$ cat config.mk
export PLATFORM = sky130hd
export DESIGN_NAME = sample_window
export DESIGN_NICKNAME = d
export VERILOG_FILES = /design/src/rtl/sample_window.sv
export SDC_FILE = /design/constraint.sdc
export NUM_CORES = 1
export LEC_CHECK = 0
export BUFFER_PORTS_ARGS = -buffer_cell sky130_fd_sc_hd__buf_2
export CORE_MARGIN = 2
export CORE_UTILIZATION = 50
export CTS_BUF_LIST = sky130_fd_sc_hd__clkbuf_4
export DETAILED_ROUTE_END_ITERATION = 16
export GPL_TIMING_DRIVEN = 0
export PLACE_DENSITY = 0.76
export SLEW_MARGIN = 20
export SYNTH_ARGS = -nofsm -noshare
export SYNTH_HDL_FRONTEND = slang
export SYNTH_SLANG_ARGS = --single-unit
$ cat constraint.sdc
create_clock -name clk -period 2.2 [get_ports clk]
set_clock_uncertainty 0.1 [all_clocks]
set_input_delay 0.22 -clock clk [delete_from_list [all_inputs] [get_ports clk]]
set_output_delay 0.22 -clock clk [all_outputs]
set_load 0.005 [all_outputs]
$ cat src/rtl/sample_window.sv
// sample_window: parametrised sliding-window sample buffer with a running
// window sum, a saturating fill counter and a combinational tap selector.
// Stage 0 holds the newest sample; stage DEPTH-1 the oldest.
module sample_window #(
    parameter  int DATA_W = 4,
    parameter  int DEPTH  = 9,
    localparam int SUM_W  = DATA_W + $clog2(DEPTH),
    localparam int TAP_W  = $clog2(DEPTH),
    localparam int CNT_W  = $clog2(DEPTH + 1)
) (
    input  logic                    clk,
    input  logic                    reset,
    input  logic                    flush,
    input  logic                    in_valid,
    input  logic [DATA_W-1:0]       data_in,
    input  logic [TAP_W-1:0]        tap_sel,
    output logic [DATA_W*DEPTH-1:0] samples,
    output logic [DATA_W-1:0]       tap_out,
    output logic [SUM_W-1:0]        win_sum,
    output logic [CNT_W-1:0]        fill_count,
    output logic                    full,
    output logic                    out_valid
);

    localparam int              SUM_XW   = SUM_W + 1;
    localparam logic [CNT_W-1:0] CNT_FULL = CNT_W'(DEPTH);

    logic [DATA_W-1:0] stage [DEPTH];
    logic [SUM_W-1:0]  sum_q;
    logic [CNT_W-1:0]  cnt_q;
    logic              valid_q;
    logic [SUM_W-1:0]  sum_next;
    logic [CNT_W-1:0]  cnt_next;

    // Next window sum and fill count for an accept; the add/subtract runs one
    // bit wider than the sum so the intermediate never wraps before truncation.
    always_comb begin
        // NOTE: every always_comb output gets a default first so no path can infer a latch.
        sum_next = SUM_W'(SUM_XW'(sum_q) + SUM_XW'(data_in) - SUM_XW'(stage[DEPTH-1]));
        cnt_next = (cnt_q == CNT_FULL) ? cnt_q : cnt_q + CNT_W'(1);
    end

    // Window shift register, running sum, fill counter and window-complete pulse.
    always_ff @(posedge clk) begin
        if (reset || flush) begin
            // NOTE: the stage array is cleared too, unlike a plain data buffer, because
            // the incremental sum relies on evicted stages reading as zero after a clear.
            for (int k = 0; k < DEPTH; k++) begin
                stage[k] <= '0;
            end
            sum_q   <= '0;
            cnt_q   <= '0;
            valid_q <= 1'b0;
        end else if (in_valid) begin
            // NOTE: non-blocking assignments make every stage read its neighbour's old value.
            stage[0] <= data_in;
            for (int k = 1; k < DEPTH; k++) begin
                stage[k] <= stage[k-1];
            end
            sum_q   <= sum_next;
            cnt_q   <= cnt_next;
            valid_q <= (cnt_next == CNT_FULL);
        end else begin
            valid_q <= 1'b0;
        end
    end

    // Flatten the stages onto the samples bus, stage k at bits [k*DATA_W +: DATA_W].
    always_comb begin
        samples = '0;
        for (int k = 0; k < DEPTH; k++) begin
            samples[k*DATA_W +: DATA_W] = stage[k];
        end
    end

    // Tap mux; indices past the last stage read as zero.
    always_comb begin
        tap_out = '0;
        for (int k = 0; k < DEPTH; k++) begin
            if (tap_sel == TAP_W'(k)) begin
                tap_out = stage[k];
            end
        end
    end

    assign win_sum    = sum_q;
    assign fill_count = cnt_q;
    assign full       = (cnt_q == CNT_FULL);
    assign out_valid  = valid_q;

endmodule

==> metrics.yaml <==
setup_path:
  critPathKind: "reg -> reg"
  arrival_ns: 2.48
  endpoint: "win_sum[6]$_SDFFE_PP0P_"
  path_common_cell: "a21o_1"
  cp_top_family: "adder cells"
  cp_max_fo: 2
  r2r-end: "win_sum[6]$_SDFFE_PP0P_"
  cp.required_ns: 2.39
  cp-startpoint: "stage[0][33]$_SDFFCE_PN0P_"
  r2r_start: "stage[0][33]$_SDFFCE_PN0P_"
  slowest_stage: "fa_1"
  rrSetupSlack_ns: -0.09
  worst-path-stages: 8
  ff2ff_path_depth: 8
  endpoint_kind: "register"
  critPathMaxStageDelay_ns: 0.52
  cp-start-kind: "register"
  critPathBufInv: 1
  worstPathCellList: "fa_1 -> inv_2 -> fa_2 -> a21o_1 -> a21o_1 -> a21oi_2 -> nor4bb_1 -> nand3b_1"
layout:
  postLayoutCellArea_um2: 3330
  diodes: 0
  nets: 352
  final_cells: 397
  syn_to_final_growth_pct: 23.5
  drive_above_1_share_pct: 35.2
  post-route-util_pct: 64.8
power:
  p_switching_uw: 619
  combPwrFrac_pct: 24.1
  p_int_mw: 1.40
  ir_worst_vdd_v: 0.000318
  power_leakage_nw: 1.65
  switching_share_pct: 30.7
  clkPwrFrac_pct: 22.7
  power.density_nw_per_um2: 605
  power.share.sequential_pct: 53.2
yosys:
  synth_area_um2: 2700
  async_flop_share_pct: 0
  synth_common_cells: "and3_1, edfxtp_1, inv_1, nor2_1, dfxtp_1"
  ys.flop_type: "edfxtp_1"
  syn_nets: 272
  yosysTopAreaCell: "edfxtp_1"
  yosysMostFrequentCell: "and3_1"
  yosysTopAreaCellShare_pct: 40.1
  syn_avg_cell_area_um2: 11.0
  postSynthCellCount: 246
  ys_seq_area_share_pct: 49.7
  synth_area_leaders: "edfxtp_1, dfxtp_1, and3_1"
  synth_edf_count: 36
  yosysUniqueCellTypes: 43
  ys_seq_elements: 49
  yosys_warnings: 0
timing:
  fin_setup_tns_ns: -0.263
  setup_viol: 4
  final.min_clock_period_ns: 2.29
  max_freq_mhz: 436
  worst_pin_slew_ns: 0.521
  relSlewSlack_pct: 65.3
  min_period_over_period_pct: 104
  finalHoldViolCount: 0
  drv_slew: 0
  rsz0062_at_grt: "yes"
  setup_ws_ns: -0.0926
detailed_routing:
  drt_wl_total_um: 6410
  wl_met3_um: 474
  antenna_left: 0
  wl_per_cell_um: 16.2
  first_iter_violations: 138
  drc: 0
  viasPerCell: 5.48
  vias: 2176
  top_layer: "met4"
  m1WireLength_um: 2780
  dr_wl_met2_um: 3080
  drt_first_pass_iters: 4
placed_design:
  routabilityCongestion: 0.802
  dp_cells: 380
  placed_area_um2: 3160
  portBuffers: 63
  dp_hpwl_um: 4590
min_path:
  hold-path-cell-count: 3
  hp-class: "in -> reg"
floorplan:
  ios: 66
  dieHeight_um: 77.4
  core_um2: 5140
  dieArea_um2: 6000
  die_w_um: 77.4
  start_util_pct: 52.5
  num_rows: 26
cts:
  clk_pin_slew_ns: 0.16
  clk_latency_ns: 0.38
  postCtsHoldBufs: 0
  htreeDepth: 2
  cts.sinks: 49
  cts_root_buf: "clkbuf_4"
  cts_tree: "done"
  cts_max_path_buffers: 2
  cts_made_buffers: 5
flow_run:
  cap_violations: 0
global_routing:
  grt_max_degree: 31
  grt_pass1_vias: 2038
  antenna_found_initial: 0
  grt_overflow: 0
  grt_pass1_wl_um: 10400
  grt_usage_pct: 22.4
status:
  violations: "negative setup slack"
  status: "finished, violations left"
## cell usage in the layout (no fill, tap or decap), types with 9 or more instances in the layout
master,n
a21oi_1,9
inv_1,17
edfxtp_1,36
nor2_1,17
mux2i_1,10
nand2_1,10
buf_4,11
dfxtp_1,12
clkbuf_1,9
buf_2,67
and3_1,37
## layer usage
metal	GRT usage, %	vias to the layer above
li1	-	1056
met1	31.1	1032
met4	6.61	0
met5	0	-
met3	5.00	6
met2	35.3	82
## cell families (layout without fill, tap and decap cells)
kind of cell               Yosys count  count (layout)  synth area share, %
buffers and inverters               36             117                 5.48
and+or+nand+nor                     87              87                 18.7
DFF                                 49              49                 49.7
xor gates and xnor gates             8               8                 2.60
AOI/OAI and AO/OA                   38              38                 9.28
muxes                               14              14                 6.59
adders and majority gates           14              14                 7.61
## worst register-to-register path, delay by kind of cell (launching register included)
family	cells	cell delay [ns]
buf+inv	1	0.06
fa+ha+maj	2	0.86
flops	1	0.47
simple gates	2	0.22
compound gates	3	0.51
## state kept, by name, indices dropped and copies added, names as in the netlist
name	flops
out_valid	1
fill_count	4
stage	36
win_sum	8
## power by group through the flow
stage | logic (mW) | clock network [mW] | registers, mW
final | 0.485 | 0.459 | 1.07
after global placement | 0.425 | 0 | 1.10
after global routing | 0.538 | 0.495 | 1.08
after detailed placement | 0.440 | 0 | 1.10
after floorplan | 0.306 | 0 | 1.09
after CTS | 0.468 | 0.457 | 1.07
## worst min path at each step
stage	start	endpoint	slack (ns)
4_1_cts	flush	fill_count[1]$_SDFFE_PP0P_	0.01
5_1_grt	reset	fill_count[1]$_SDFFE_PP0P_	0.001
3_5_place_dp	win_sum[1]$_SDFFE_PP0P_	win_sum[1]$_SDFFE_PP0P_	0.40
2_1_floorplan	reset	fill_count[1]$_SDFFE_PP0P_	0.30
3_3_place_gp	win_sum[2]$_SDFFE_PP0P_	win_sum[2]$_SDFFE_PP0P_	0.40
6_report	flush	fill_count[1]$_SDFFE_PP0P_	0.02
## what timing repair did
action                     4_1_cts  5_1_grt
setup endpoints to repair        4        7
buffers inserted                 3        6
gates resized for setup          4        7
pin swaps                        7        8
## through the flow
step | total power [mW] | worst slack [ns] | hold WS, ns
floorplan | 1.40 | -0.00231 | 0.304
CTS | 2.00 | -0.186 | 0.0131
detailed placement | 1.54 | -0.227 | 0.401
global route | 2.11 | -0.190 | 0.00110
global placement | 1.52 | -0.163 | 0.396
finish | 2.02 | -0.0926 | 0.0203
## cell type report
class | instances | area (µm²)
inverter | 21 | 78.8
fill | 449 | 1810
tap | 70 | 87.6
clock buffer | 5 | 37.5
buffer | 15 | 68.8
sequential | 49 | 1340
clock inverter | 3 | 21.3
timing repair buffer | 73 | 403
multi-input combinational | 161 | 1290
(Power assumes the default switching activity.)
